===== src/rtl/rf_port_arb_pkg.sv =====
// Shared CPU types for the register-file port arbiter.
// Register ids, arbiter state encoding and address range helper.
package rf_port_arb_pkg;

  localparam int unsigned REG_ID_W     = 3;
  localparam int unsigned NUM_REGS_DEF = 5;

  typedef logic [REG_ID_W-1:0] reg_id_t;

  typedef enum logic [1:0] {
    IDLE  = 2'd0,
    OWN_A = 2'd1,
    OWN_B = 2'd2
  } arb_state_t;

  function automatic logic addr_ok(
    input reg_id_t     a,
    input int unsigned n
  );
    return 32'(a) < n;
  endfunction

endpackage


===== src/rtl/rr_arb2.sv =====
// Two-way round-robin pick with a last-owner register.
// The current grant is forwarded so a held pair alternates.
module rr_arb2 (
  input  logic clk_i,
  input  logic rst_i,
  input  logic a_req_i,
  input  logic b_req_i,
  input  logic gnt_i,
  input  logic gnt_b_i,
  output logic pick_b_o
);

  logic last_b_q;
  logic last_b;

  always_ff @(posedge clk_i or posedge rst_i) begin
    if (rst_i) begin
      last_b_q <= 1'b1;
    end else if (gnt_i) begin
      last_b_q <= gnt_b_i;
    end
  end

  assign last_b   = gnt_i ? gnt_b_i : last_b_q;
  assign pick_b_o = b_req_i && (!a_req_i || !last_b);

endmodule


===== src/rtl/rf_port_arb.sv =====
// Shares one register-file port between decode (A) and execute (B).
// State names the owner of the port for the current cycle.
module rf_port_arb
  import rf_port_arb_pkg::*;
#(
  parameter int unsigned DATA_W   = 16,
  parameter int unsigned NUM_REGS = NUM_REGS_DEF
) (
  input  logic              clk_i,
  input  logic              rst_i,
  input  logic              a_req_i,
  input  logic              a_we_i,
  input  reg_id_t           a_addr_i,
  input  logic [DATA_W-1:0] a_wdata_i,
  input  logic              b_req_i,
  input  logic              b_we_i,
  input  reg_id_t           b_addr_i,
  input  logic [DATA_W-1:0] b_wdata_i,
  output logic              a_gnt_o,
  output logic              b_gnt_o,
  output logic              a_rvalid_o,
  output logic              b_rvalid_o,
  output logic [DATA_W-1:0] a_rdata_o,
  output logic [DATA_W-1:0] b_rdata_o,
  output reg_id_t           rf_addr_o,
  output logic              rf_we_o,
  output logic [DATA_W-1:0] rf_wdata_o,
  input  logic [DATA_W-1:0] rf_rdata_i
);

  arb_state_t        state_q;
  arb_state_t        state_d;
  logic              pick_b;
  logic              gnt;
  logic              own_we;
  logic              own_ok;
  reg_id_t           own_addr;
  logic [DATA_W-1:0] own_wdata;
  logic [DATA_W-1:0] rd_val;
  logic              a_rd;
  logic              b_rd;

  assign a_gnt_o = (state_q == OWN_A) && a_req_i;
  assign b_gnt_o = (state_q == OWN_B) && b_req_i;
  assign gnt     = a_gnt_o || b_gnt_o;

  rr_arb2 u_rr (
    .clk_i    (clk_i),
    .rst_i    (rst_i),
    .a_req_i  (a_req_i),
    .b_req_i  (b_req_i),
    .gnt_i    (gnt),
    .gnt_b_i  (b_gnt_o),
    .pick_b_o (pick_b)
  );

  always_comb begin
    state_d = IDLE;
    unique case ({a_req_i, b_req_i})
      2'b11:   state_d = pick_b ? OWN_B : OWN_A;
      2'b10:   state_d = OWN_A;
      2'b01:   state_d = OWN_B;
      default: state_d = IDLE;
    endcase
  end

  always_comb begin
    own_addr  = '0;
    own_we    = 1'b0;
    own_wdata = '0;
    unique case (1'b1)
      a_gnt_o: begin
        own_addr  = a_addr_i;
        own_we    = a_we_i;
        own_wdata = a_wdata_i;
      end
      b_gnt_o: begin
        own_addr  = b_addr_i;
        own_we    = b_we_i;
        own_wdata = b_wdata_i;
      end
      default: ;
    endcase
  end

  // Out-of-range ids still get a grant but never touch the file.
  assign own_ok     = addr_ok(own_addr, NUM_REGS);
  assign rf_addr_o  = own_addr;
  assign rf_we_o    = own_we && own_ok;
  assign rf_wdata_o = own_wdata;
  assign rd_val     = own_ok ? rf_rdata_i : '0;

  assign a_rd = a_gnt_o && !a_we_i;
  assign b_rd = b_gnt_o && !b_we_i;

  always_ff @(posedge clk_i or posedge rst_i) begin
    if (rst_i) begin
      state_q    <= IDLE;
      a_rvalid_o <= 1'b0;
      b_rvalid_o <= 1'b0;
      a_rdata_o  <= '0;
      b_rdata_o  <= '0;
    end else begin
      state_q    <= state_d;
      a_rvalid_o <= a_rd;
      b_rvalid_o <= b_rd;
      if (a_rd) a_rdata_o <= rd_val;
      if (b_rd) b_rdata_o <= rd_val;
    end
  end

endmodule


===== config.mk =====
export PLATFORM = sky130hd
export DESIGN_NAME = rf_port_arb
export DESIGN_NICKNAME = d
export VERILOG_FILES = /design/src/rtl/rf_port_arb_pkg.sv /design/src/rtl/rr_arb2.sv /design/src/rtl/rf_port_arb.sv
export SDC_FILE = /design/constraint.sdc
export NUM_CORES = 1
export LEC_CHECK = 0
export ABC_CLOCK_PERIOD_IN_PS = 1480
export CAP_MARGIN = 15
export CORE_MARGIN = 5
export CORE_UTILIZATION = 34
export CTS_BUF_LIST = sky130_fd_sc_hd__clkbuf_8
export DETAILED_ROUTE_END_ITERATION = 10
export GPL_TIMING_DRIVEN = 0
export PLACE_DENSITY = 0.78
export SLEW_MARGIN = 20
export SYNTH_ARGS = -nofsm -noshare
export SYNTH_HDL_FRONTEND = slang
export SYNTH_SLANG_ARGS = --single-unit
export TNS_END_PERCENT = 20

===== constraint.sdc =====
create_clock -name clk_i -period 1.48 [get_ports clk_i]
set_input_delay 0.222 -clock clk_i [delete_from_list [all_inputs] [get_ports clk_i]]
set_output_delay 0.222 -clock clk_i [all_outputs]
set_load 0.02 [all_outputs]

==> results.txt <==
----------------------------------------------------
[Outcome]
  Status ... complete, but fails checks
  Violated checks ... setup timing

[Logic synthesis]
  Leading cell type by number of instances after synthesis ... dfrtp_1
  Leading post-synthesis cells by cell area ... dfrtp_1 (49%), mux2i_1 (17%), a21oi_1 (9.2%)
  Dominant cell type by area after synthesis ... dfrtp_1
  Async set-reset flop share out of synthesis ... 100.0%
  Post-synthesis cell type count ... 19
  Netlist area before placement ... 1846 um2
  Commonest cells in the netlist ... dfrtp_1 (36), a21oi_1 (34), mux2i_1 (32), a22o_1 (19), buf_6 (6)
  Sequential share of the synthesized area ... about half
  Warning count from the yosys run ... 0
  Number of flops mapped to enable cells by yosys ... 0
  Predominant post-synthesis flop cell ... dfrtp_1
  Post-synthesis sequential element count ... 37
  Mean instance size in the synthesized netlist ... roughly 12 um2
  Fraction of post-synthesis cell area in the top cell type by area ... 48.81%
  Cell count after synthesis ... around 160
  Synth Net Count ... approximately 220

[Global route]
  Maximum number of pins on one net before global-route repair ... 38
  Wire length of the first global-routing pass ... around 10 mm
  Via count of the first global-routing pass ... about 1,900
  Overall global routing resource usage ... between 10% and 20%
  Initial antenna violation count ... 0
  GRT Residual Overflow ... 0

[Critical path]
  Start-to-end type of the worst setup path ... reg2out
  Highest fanout seen on the critical path ... 5
  Highest cell delay on the worst timing path ... roughly 400 ps
  Slowest cell on the critical path ... dfrtp_1
  Data arrival time of the critical path ... 1580 ps
  Required time worst endpoint ... 1260 ps
  Critical path, cell by cell ... and3b_2 > a22o_4 > buf_8 > a21oi_4 > buf_6
  Critical path endpoint category ... primary output
  Critical path launch point type ... flop

[Die]
  Placeable core region ... around 5200 um2
  Number of rows in the core area ... 26
  Chip Height ... 83.68 um
  Total die area ... 7002 um2
  Effective utilization at floorplan ... 35.46%
  Width of the die ... 83.68 um
  Boundary pin count ... approximately 120

[Clock tree]
  Clk Tree Root Cell ... clkbuf_8
  Maximum count of clock buffers along a single path ... 2
  Clock Sink Count ... 37
  Insertion delay of the later-clocked pin in the worst-skew pair ... a little under 300 ps
  CTS tree ... done
  Total clock buffers created by CTS ... 5
  H-tree depth ... 2
  CTS hold repair buffers ... 0
  Clock slew at reported path FFs ... roughly 70 ps

[Pwr]
  Worst IR drop on VDD ... between 0.7 and 0.8 mV
  Leakage ... between 1 and 1.5 nW
  Internal power ... between 2 and 3 mW
  Net switching power ... between 1.5 and 2 mW
  Power Density ... 1290 nW/um2
  Proportion of power drawn by flip-flops and latches ... between 30% and 40%
  Clock power share ... 21.6%
  Combinational share of power ... around 43%
  Overall power after layout ... approximately 4.2 mW
  Proportion of total power due to net switching ... a little over a third

[Finish]
  Fill cells ... approximately 440
  Final-stage net count ... around 350
  Antenna fix cells ... 0
  Final cell count without fillers ... 357
  Multi-input gate area ... 828.3 um2
  Post-Layout Inst Area ... between 3000 and 4000 um2
  Layout-stage area growth over the synthesis result ... 77.08%
  Share of post-route cells with drive strength above 1 ... 21.60%
  Footprint of the flip-flops and latches ... approximately 930 um2

[Route]
  Overall via count from detail_route ... approximately 1,700
  Routed via count divided by cell count ... approximately 4.9
  Average detailed-routed wire length per instance ... 17.17 um
  Total wire length ... around 6.1 mm
  Router iterations before antenna repair ... 4
  Residual antenna-violating net count after detailed routing ... 0
  Initial drt markers ... between 40 and 50
  # DRC ... 0

[Timing]
  Largest clock skew in the final design ... roughly 6.7 ps
  Tightest Pin Transition ... between 700 and 800 ps
  Setup repair after global routing missed its margin ... true
  Final hold vios ... 0
  Total count of max-transition violations in the final report ... 0
  Worst hold slack ... around 350 ps
  Maximum clock rate ... 0.5553 GHz
  Relative max-transition margin ... between 50% and 60%
  Final setup violation count ... 54
  Period utilization ... 121.7%
  Setup ws final ... -320.9 ps
  Final Critical Period ... ~1800 ps

[Placement]
  Post-detailed-placement cell area ... 3095 um2
  Post-DP HPWL ... between 4 and 5 mm
  Routability congestion estimate ... approximately 0.8
  Cell Count Post-Placement ... 340
  Number of buffers inserted by port buffering ... between 100 and 150

[Job]
  Number of maximum-capacitance constraint violations ... 0

[Worst hold path]
  Worst hold path class ... in2reg

----------------------------------------------------
==> worst max-delay path, delay by kind of cell (launching register included) <==
family | cells | cell delay, ps
buffers and inverters | 2 | 260
AND/OR/NAND/NOR | 1 | 270
flip-flops | 1 | 400
AO/OA/AOI/OAI | 2 | 360
==> layout make-up <==
type / instances / share of cell area, %
timing repair buffer: 124 / 35.15
clock inverter: 2 / 1.149
inverter: 4 / 0.4594
clock buffer: 6 / 2.527
tap: 70 / 2.680
buffer: 13 / 4.326
sequential: 37 / 28.37
multi-input combinational: 101 / 25.34
==> power by group through the flow <==
stage          Clock [mW]  Combinational (mW)  Sequential, mW
2_1_floorplan           0               0.534            1.91
3_3_place_gp            0                1.92            1.54
3_5_place_dp            0                1.95            1.54
4_1_cts             0.938                1.82            1.52
5_1_grt             0.992                1.93            1.56
6_report            0.910                1.79            1.52
==> layer usage <==
layer  vias to the layer above  track usage (%)  share of wire, %
met5                         -                0                 0
met4                         0            5.263               1.3
met3                         6            4.344               5.8
met2                        56            31.96                53
met1                       852            21.21                40
li1                        835                -                 -
==> logic make-up (layout without fill, tap and decap cells) <==
group / count (synthesis) / after routing / synth area share, %
AND/OR/NAND/NOR: 11 / 11 / 4.542
buffers and inverters: 17 / 149 / 6.237
adder cells (fa/ha/maj): 1 / 1 / 0.5424
flip-flops: 37 / 37 / 50.24
multiplexers: 32 / 32 / 17.36
AO/OA/AOI/OAI: 57 / 57 / 21.09
==> metrics by stage <==
stage | setup TNS (ps) | setup slack [ps] | utilization [%]
after detailed placement | -29810 | -996.6 | 59.47
final | -9155 | -320.9 | 62.79
after CTS | -9914 | -320.2 | 62.12
after global routing | -13530 | -377.4 | 62.79
after global placement | -41970 | -994.1 | 59.47
after floorplan | 0 | 22.47 | -
==> flip-flops by register name, indices dropped and copies added, names as in the netlist <==
signal,cells
b_rvalid_o,1
u_rr.last_b_q,1
a_rvalid_o,1
a_rdata_o,16
b_rdata_o,16
state_q,2
==> what timing repair did <==
action	in CTS	in global routing
hold endpoints to repair	0	0
buffers inserted	7	1
gates cloned	1	0
resized for setup	142	10
endpoints found under the setup margin	76	61
pin swaps	15	1
==> placed cells by master (no fill, tap or decap), types with 3 or more instances in the layout <==
cell	Yosys	final
a21oi_1	34	33
a22o_1	19	18
buf_2	5	14
buf_4	0	9
buf_6	6	14
clkbuf_8	0	8
clkdlybuf4s50_1	0	59
dfrtp_1	36	36
dlygate4sd2_1	0	27
dlymetal6s2s_1	0	7
inv_1	4	3
mux2i_1	32	32
==> final timing paths <==
check | from | cells after the start | slack [ps] | to
max in group asynchronous | rst_i | 2 | 620 | a_rdata_o[6]
worst max-delay path | state_q[1] | 5 | -320 | rf_we_o
worst max register to register | state_q[0] | 6 | -200 | b_rdata_o[14]
worst min-delay path | b_req_i | 2 | 350 | state_q[0]
worst min register to register | u_rr.last_b_q | 2 | 510 | u_rr.last_b_q
min in group asynchronous | rst_i | 2 | 380 | a_rdata_o[13]
No activity file was read; power rests on OpenSTA's default activity.
